## src/rtl/control_unit.sv

```systemverilog
// control_unit: hardwired Moore sequencer producing one datapath control word per clock.
module control_unit (
  input  logic        clk,
  input  logic        clr,
  input  logic [31:0] IR_Data,
  input  logic        con_output,
  output logic        PC_enable,
  output logic        PC_increment_enable,
  output logic        IR_enable,
  output logic        con_enable,
  output logic        ram_enable,
  output logic        Y_enable,
  output logic        Z_enable,
  output logic        MAR_enable,
  output logic        MDR_enable,
  output logic        HI_enable,
  output logic        LO_enable,
  output logic        read,
  output logic        write,
  output logic        Gra,
  output logic        Grb,
  output logic        Grc,
  output logic        r_enable,
  output logic        r_select,
  output logic        BAout,
  output logic        PC_select,
  output logic        HI_select,
  output logic        LO_select,
  output logic        Z_HI_select,
  output logic        Z_LO_select,
  output logic        MDR_select,
  output logic        InPort_select,
  output logic        c_select,
  output logic [4:0]  alu_instruction,
  output logic        run
);
  typedef enum logic [3:0] {IDLE, T0, T1, T2, T3, T4, T5, T6, T7, HALT} state_t;
  state_t r_state, w_next;
  logic [4:0] w_op;
  logic w_ld, w_ldi, w_st, w_rt, w_imm, w_br, w_mfhi, w_mflo, w_halt, w_mem, w_addr;
  assign w_op   = IR_Data[31:27];
  assign w_ld   = w_op == 5'd0;
  assign w_ldi  = w_op == 5'd1;
  assign w_st   = w_op == 5'd2;
  assign w_rt   = w_op >= 5'd3 && w_op <= 5'd11;
  assign w_imm  = w_op >= 5'd12 && w_op <= 5'd14;
  assign w_br   = w_op == 5'd19;
  assign w_mfhi = w_op == 5'd24;
  assign w_mflo = w_op == 5'd25;
  assign w_halt = w_op == 5'd27;
  assign w_mem  = w_ld | w_st;
  assign w_addr = w_ldi | w_mem;
  always_ff @(posedge clk or posedge clr)
    if (clr) r_state <= IDLE;
    else     r_state <= w_next;
  always_comb begin
    w_next = r_state;
    case (r_state)
      IDLE: w_next = T0;
      T0:   w_next = T1;
      T1:   w_next = T2;
      T2:   w_next = T3;
      T3:   w_next = w_halt ? HALT : (w_rt | w_imm | w_addr | w_br) ? T4 : T0;
      T4:   w_next = T5;
      T5:   w_next = (w_mem | w_br) ? T6 : T0;
      T6:   w_next = w_br ? T0 : T7;
      T7:   w_next = T0;
      default: w_next = HALT;
    endcase
  end
  always_comb begin
    {PC_enable, PC_increment_enable, IR_enable, con_enable, ram_enable, Y_enable,
     Z_enable, MAR_enable, MDR_enable, HI_enable, LO_enable, read, write} = '0;
    {Gra, Grb, Grc, r_enable, r_select, BAout} = '0;
    {PC_select, HI_select, LO_select, Z_HI_select, Z_LO_select, MDR_select,
     InPort_select, c_select} = '0;
    alu_instruction = 5'd0;
    run = r_state != HALT;
    case (r_state)
      T0: {PC_select, MAR_enable, PC_increment_enable} = 3'b111;
      T1: {ram_enable, read, MDR_enable} = 3'b111;
      T2: {MDR_select, IR_enable} = 2'b11;
      T3: begin
        Gra        = w_br | w_mfhi | w_mflo;
        Grb        = w_rt | w_imm | w_addr;
        r_select   = w_rt | w_imm | w_br;
        BAout      = w_addr;
        Y_enable   = w_rt | w_imm | w_addr;
        con_enable = w_br;
        HI_select  = w_mfhi;
        LO_select  = w_mflo;
        r_enable   = w_mfhi | w_mflo;
      end
      T4: begin
        Grc             = w_rt;
        r_select        = w_rt;
        Z_enable        = w_rt | w_imm | w_addr;
        c_select        = w_imm | w_addr;
        PC_select       = w_br;
        Y_enable        = w_br;
        alu_instruction = w_rt ? w_op : w_imm ? (w_op == 5'd12 ? 5'd3 : w_op == 5'd13 ? 5'd5 : 5'd6) :
                          w_addr ? 5'd3 : 5'd0;
      end
      T5: begin
        Z_LO_select     = w_rt | w_imm | w_addr;
        Gra             = w_rt | w_imm | w_ldi;
        r_enable        = w_rt | w_imm | w_ldi;
        MAR_enable      = w_mem;
        c_select        = w_br;
        Z_enable        = w_br;
        alu_instruction = w_br ? 5'd3 : 5'd0;
      end
      T6: begin
        ram_enable  = w_ld;
        read        = w_ld;
        MDR_enable  = w_mem;
        Gra         = w_st;
        r_select    = w_st;
        Z_LO_select = w_br & con_output;
        PC_enable   = w_br & con_output;
      end
      T7: begin
        MDR_select = w_ld;
        Gra        = w_ld;
        r_enable   = w_ld;
        ram_enable = w_st;
        write      = w_st;
      end
      default: ;
    endcase
  end
endmodule

```

## config.mk

```make
export PLATFORM = sky130hd
export DESIGN_NAME = control_unit
export DESIGN_NICKNAME = d
export VERILOG_FILES = /design/src/rtl/control_unit.sv
export SDC_FILE = /design/constraint.sdc
export NUM_CORES = 1
export LEC_CHECK = 0
export CORE_AREA = 3 3 58 60
export DETAILED_ROUTE_END_ITERATION = 10
export DIE_AREA = 0 0 61 63
export PLACE_DENSITY_LB_ADDON = 0.1
export SYNTH_ARGS = -nofsm -noshare
export SYNTH_HDL_FRONTEND = slang
export SYNTH_SLANG_ARGS = --single-unit
```

## constraint.sdc

```tcl
create_clock -name clk -period 1.93 [get_ports clk]
set_input_delay 0.386 -clock clk [delete_from_list [all_inputs] [get_ports clk]]
set_output_delay 0.386 -clock clk [all_outputs]
set_load 0.01 [all_outputs]
```

==> reports/metrics.yaml, run 1 <==
cts_tree: "done"
std_cell_rows: 20
track_usage: 0.172
final_hold_viol_count: 0
clk_latency_ns: 0.23
crit_chain: "or4b_4 > nor4b_4 > buf_4 > or3_4 > nand2b_4 > buf_6"
vdd_drop_max_v: 0.0000881
drive_gt1_frac: 0.619
setup-violations-final: 18
cpLargestDelayFamily: "simple AND/OR/NAND/NOR gates"
post_drt_wl_per_cell_um: 14.2
drv_cap: 0
die_y_um: 63
syn-cell-area_um2: 816
status: "complete, but fails checks"
largest_reg_flops: 4
vias_per_cell: 5.05
p_clk_frac: 0.320
finalWorstSetupSlack_ns: -0.379
yosys-mux-area-fraction: 0.0123
r2r_end: "r_state[2]"
cts_buffers: 3
grt_pass1_wl_um: 5240
async_flop_share: 1.00
synth_cell_types: 46
internal_power_uw: 221
core_area_mm2: 0.00298
failed_checks: "setup timing"
syn_to_final_growth_pct: 108
synth_simple_gate_area_frac: 0.502
fin_crit_sh: 1.20
synth-edff-count: 0
synth_xor_area_frac: 0
worstSetupEndpointType: "output pin"
rsz0062_at_grt: "true"
grt_pass1_vias: 1191
switchingPower_uw: 91.0
vias: 1161
drt_iter0_markers: 58
regMostFlops: "r_state"
insertedDiodeCount: 0
final_cells: 230
ios: 68
io_buffers: 35
r2r_cells: 8
first_pass_iters: 4
ys.flop_type: "dfrtp_1"
arrival_ns: 1.92
dieArea_mm2: 0.00384
p_leak_nw: 0.868
die_w_um: 61
grt_antenna_before_repair: 0
critPathKind: "register to output pin"
tns_ns: -2.91
cts_sinks: 4
syn_inst: 117
slowest_delay_ns: 0.59
critPathLaunchType: "register"
ys_warn_count: 0
holdCritPathClass: "input port to asynchronous set/reset pin"
drc: 0
finalMaxSlewViolations: 0
synth_compound_area_frac: 0.227
grt_max_degree: 13
clk_pin_slew_ns: 0.04
path_buf_inv: 2
avgSynthCellArea_um2: 6.97
ys_ff_latch: 4
p_per_area_mw_per_mm2: 184
swShare: 0.292
gp_congestion: 0.770
pwr-share-comb: 0.409
r2r-start: "r_state[0]"
slowest_stage: "or4b_4"
synth_top_family_by_area: "simple AND/OR/NAND/NOR gates"
synth_fa_ha_area_frac: 0
ff2ff_setup_slack_ns: 0.44
power_uw: 312
top_regs: "r_state: 4 flops"
crit_fanout: 3
routed_wl_um: 3260
required_ns: 1.54
max_clock_freq_mhz: 433
cts_buffer_depth: 2
dpl.hpwl_um: 2260
overflow: 0
htree_levels: 1
period_needed_ns: 2.31
seqPwrFrac: 0.271
seq_area_frac_synth: 0.123
dp_cells: 209
startpoint: "r_state[0]"
cts_root_buf: "clkbuf_4"
nets: 234
finClkSkew_ns: 0.00108
drt.antenna.violating_nets: 0
initial_core_util: 0.274
[power groups by stage]
stage	Combinational, mW	Sequential (mW)	Clock, mW
floorplan	0.0515	0.0854	0
global placement	0.0936	0.0854	0
detailed placement	0.0944	0.0854	0
CTS	0.118	0.0844	0.105
global route	0.137	0.0842	0.113
finish	0.128	0.0844	0.0997
[Yosys cell counts (3+ instances only)]
master | instances | area, um2
and3_1 | 4 | 25.0
o21ai_0 | 5 | 25.0
o211ai_1 | 3 | 22.5
nor3_1 | 4 | 20.0
nand2b_1 | 6 | 37.5
buf_2 | 5 | 25.0
nor2b_1 | 8 | 50.1
dfrtp_1 | 4 | 100
nor2_1 | 11 | 41.3
nand2_1 | 9 | 33.8
clkbuf_1 | 7 | 26.3
buf_4 | 5 | 37.5
[cells in the final DEF (no fill, tap or decap), types with 2 or more instances in the layout]
master           Yosys  layout
nor4b_4              1       2
and2_1               2       2
inv_1                2       2
nor2_2               0       3
buf_6                1      25
and3_4               0       2
o211ai_1             3       3
o21ai_0              5       5
nor2_4               0       2
clkbuf_2             0       2
clkbuf_4             0       3
nand2b_4             0       3
buf_2                5      22
or2_4                0       3
nor2b_1              8       7
nor3_1               4       3
clkdlybuf4s50_1      0       2
nand2b_1             6       3
buf_4                5      37
nand3b_1             2       2
nor2_1              11       6
o211a_1              2       2
and3_1               4       2
a211oi_2             0       2
o21a_1               2       2
nand2_1              9       9
o21ai_1              2       2
conb_1               1       5
dfrtp_1              4       3
[metrics by stage]
step	util	cell area (um2)	setup slack, ns	hold slack, ns
3_5_place_dp	0.482	1440	-0.973	0.587
4_1_cts	0.534	1590	-0.428	0.339
6_report	0.569	1700	-0.379	0.337
5_1_grt	0.569	1700	-0.466	0.364
2_1_floorplan	-	860	-0.0479	0.152
3_3_place_gp	0.482	1440	-0.948	0.580
[per-layer routing]
layer / vias to the layer above / global-route usage / wire length (um)
met5: - / 0 / 0
met4: 0 / 0.0650 / 70
met3: 10 / 0.0165 / 105
met2: 30 / 0.294 / 1730
met1: 550 / 0.215 / 1360
li1: 571 / - / -
[cell type report]
| class | instances | area, um2 |
|---|---|---|
| tap | 33 | 41.3 |
| inverter | 2 | 7.51 |
| fill | 287 | 1280 |
| multi-input combinational | 97 | 787 |
| clock buffer | 3 | 22.5 |
| timing repair buffer | 91 | 736 |
| sequential | 4 | 101 |
[cells by family (layout without fill, tap and decap cells)]
group,after synthesis,after routing
AO/OA/AOI/OAI,25,25
buffers and inverters,20,96
flip-flops,4,4
multiplexers,1,1
other,1,5
AND/OR/NAND/NOR,66,66
[repair_timing]
item / 4_1_cts / 5_1_grt
hold buffers: 0 / 0
pin swaps: 14 / 14
gates resized for setup: 152 / 35
setup endpoints to repair: 28 / 28
buffers inserted: 13 / 5
[how the worst max path moves through the flow]
stage                          end  slack [ns]  cells past startpoint
after floorplan           c_select       -0.05                      4
after global placement    c_select       -0.95                      4
after detailed placement  c_select       -0.97                      4
after CTS                      Gra       -0.43                      6
after global routing           Gra       -0.47                      6
final                          Gra       -0.38                      6
Power figures use the tool's default switching activity.
==> inputs of run 2 (changes only) <==
- PLACE_DENSITY: default -> 0.83
- PLACE_DENSITY_LB_ADDON: 0.1 -> default
==> reports/metrics.yaml, run 2 (synthesis gave the netlist of run 1 again) <==
status: "complete, but fails checks"  # unchanged
failed_checks: "setup timing"  # unchanged
path_buf_inv: 3  # was 2
holdWs_ns: 0.331  # was 0.337 ns
layout_commonest_cell: "buf_4"  # unchanged
dp_cells: 206  # was 209
use_met3: 0.0372  # was 0.0165
gp_congestion: 0.902  # was 0.770
finalMaxSlewViolations: 0  # unchanged
finalWorstSetupSlack_ns: -0.331  # was -0.379 ns
std_cell_rows: 20  # unchanged
final_cells: 225  # was 230
top_regs: "r_state: 4 flops"  # unchanged
arrival_ns: 1.88  # was 1.92 ns
drv_cap: 0  # unchanged
initial_core_util: 0.274  # unchanged
slowest_stage: "or4_4"  # was or4b_4
regMostFlops: "r_state"  # unchanged
holdCritPathClass: "input port to asynchronous set/reset pin"  # unchanged
first_pass_iters: 4  # unchanged
pwr-share-comb: 0.413  # was 0.409
p_clk_frac: 0.324  # was 0.320
internal_power_uw: 222  # was 221 uW
final_cell_mix: "buf_4, buf_2, buf_6"  # was buf_4, buf_6, buf_2
dieArea_mm2: 0.00384  # unchanged
cpLargestDelayFamily: "simple AND/OR/NAND/NOR gates"  # unchanged
cts_buffer_depth: 2  # unchanged
vias: 1166  # was 1,161
cts_tree: "done"  # unchanged
p_per_area_mw_per_mm2: 192  # was 184 mW/mm2
die_w_um: 61  # unchanged
final_hold_viol_count: 0  # unchanged
p_leak_nw: 0.847  # was 0.868 nW
grt_antenna_before_repair: 0  # unchanged
drive_gt1_frac: 0.625  # was 0.619
crit_fanout: 3  # unchanged
die_y_um: 63  # unchanged
period_needed_ns: 2.26  # was 2.31 ns
crit_path_frequent_cell: "buf_6"
finClkSkew_ns: 0.00272  # was 0.00108 ns
dpl.hpwl_um: 2080  # was 2260 um
crit_chain: "buf_6 > or4_4 > buf_6 > o41ai_4 > buf_2"  # was or4b_4 > nor4b_4 > buf_4 > or3_4 > nand2b_4 > buf_6
critPathKind: "register to output pin"  # unchanged
overflow: 0  # unchanged
grt_max_degree: 13  # unchanged
slowest_delay_ns: 0.50  # was 0.59 ns
required_ns: 1.54  # about the same
vdd_drop_max_v: 0.0000773  # was 0.0000881 V
vias_per_cell: 5.18  # was 5.05
critPathLaunchType: "register"  # unchanged
track_usage: 0.175  # was 0.172
syn_to_final_growth_pct: 105  # was 108%
clk_pin_slew_ns: 0.04  # about the same
routed_wl_um: 3370  # was 3260 um
setup-violations-final: 18  # unchanged
nFillCells: 255  # was 287
seqPwrFrac: 0.263  # was 0.271
drt.antenna.violating_nets: 0  # unchanged
largest_reg_flops: 4  # unchanged
grt_pass1_vias: 1164  # was 1,191
dp_slack_ns: -0.914  # was -0.973 ns
busiest_layer: "met2"  # unchanged
holdBufCountCts: 0  # unchanged
max_clock_freq_mhz: 442  # was 433 MHz
insertedDiodeCount: 0  # unchanged
fin_crit_sh: 1.17  # was 1.20
use_met1: 0.219  # was 0.215
use_met2: 0.282  # was 0.294
core_area_mm2: 0.00298  # unchanged
nets: 229  # was 234
worstSetupEndpointType: "output pin"  # unchanged
swShare: 0.310  # was 0.292
cts_sinks: 4  # unchanged
cts_root_buf: "clkbuf_4"  # unchanged
io_buffers: 35  # unchanged
clk_latency_ns: 0.24  # was 0.23 ns
ios: 68  # unchanged
switchingPower_uw: 99.4  # was 91.0 uW
rsz0062_at_grt: "true"  # unchanged
htree_levels: 1  # unchanged
ff2ff_setup_slack_ns: 0.60  # was 0.44 ns
cts_buffers: 3  # unchanged
grt_pass1_wl_um: 5200  # was 5240 um
drc: 0  # unchanged
drt_iter0_markers: 24  # was 58
post_drt_wl_per_cell_um: 15.0  # was 14.2 um
run 2: path summary, 6_finish.rpt:
kind / to / startpoint / depth (start not counted)
worst max-delay path: c_select / r_state[1] / 5
worst min-delay path: r_state[0] / clr / 2
worst max register to register: r_state[2] / r_state[0] / 6
worst min register to register: r_state[1] / r_state[2] / 4
max in group asynchronous: r_state[2] / clr / 2
min in group clk: r_state[3] / IR_Data[31] / 4
run 2: layer usage:
metal / part of all wire / vias up
met1: 0.42 / 548
li1: - / 566
met2: 0.51 / 46
met5: 0 / -
met4: 0.013 / 0
met3: 0.053 / 6
run 2: area by class of cell:
cell class / instances / area (um2) / area share
Timing Repair Buffer: 86 / 689 / 0.412
Inverter: 2 / 7.51 / 0.00449
Tap cell: 33 / 41.3 / 0.0247
Multi-Input combinational cell: 97 / 810 / 0.484
Sequential cell: 4 / 101 / 0.0606
Clock buffer: 3 / 22.5 / 0.0135
run 2: power groups by stage:
stage               Sequential (mW)  Clock (mW)  Combinational (mW)
floorplan                    0.0854           0              0.0515
global placement             0.0854           0              0.0886
detailed placement           0.0854           0              0.0898
CTS                          0.0843       0.107               0.113
global route                 0.0842       0.116               0.141
finish                       0.0843       0.104               0.133
run 2: per-stage QoR:
stage           util  total power, mW  TNS, ns  instance area, um2
2_1_floorplan      -            0.137   -0.106                 860
3_3_place_gp   0.475            0.174   -19.14                1410
3_5_place_dp   0.475            0.175   -19.24                1410
4_1_cts        0.517            0.304    -3.28                1540
5_1_grt        0.561            0.342    -4.64                1670
6_report       0.561            0.321    -3.38                1670
run 2: worst reg2reg max path, cell delays in order (launching register included):
cell,delay (ns)
dfrtp_1,0.41
buf_4,0.20
nand2b_1,0.16
buf_4,0.14
o211ai_1,0.08
o211ai_1,0.12
nand3b_1,0.09
run 2: repair_timing:
item	CTS	global route
endpoints found under the setup margin	28	26
cloned	0	0
setup buffers	15	4
pin swaps	14	8
resized for setup	145	33
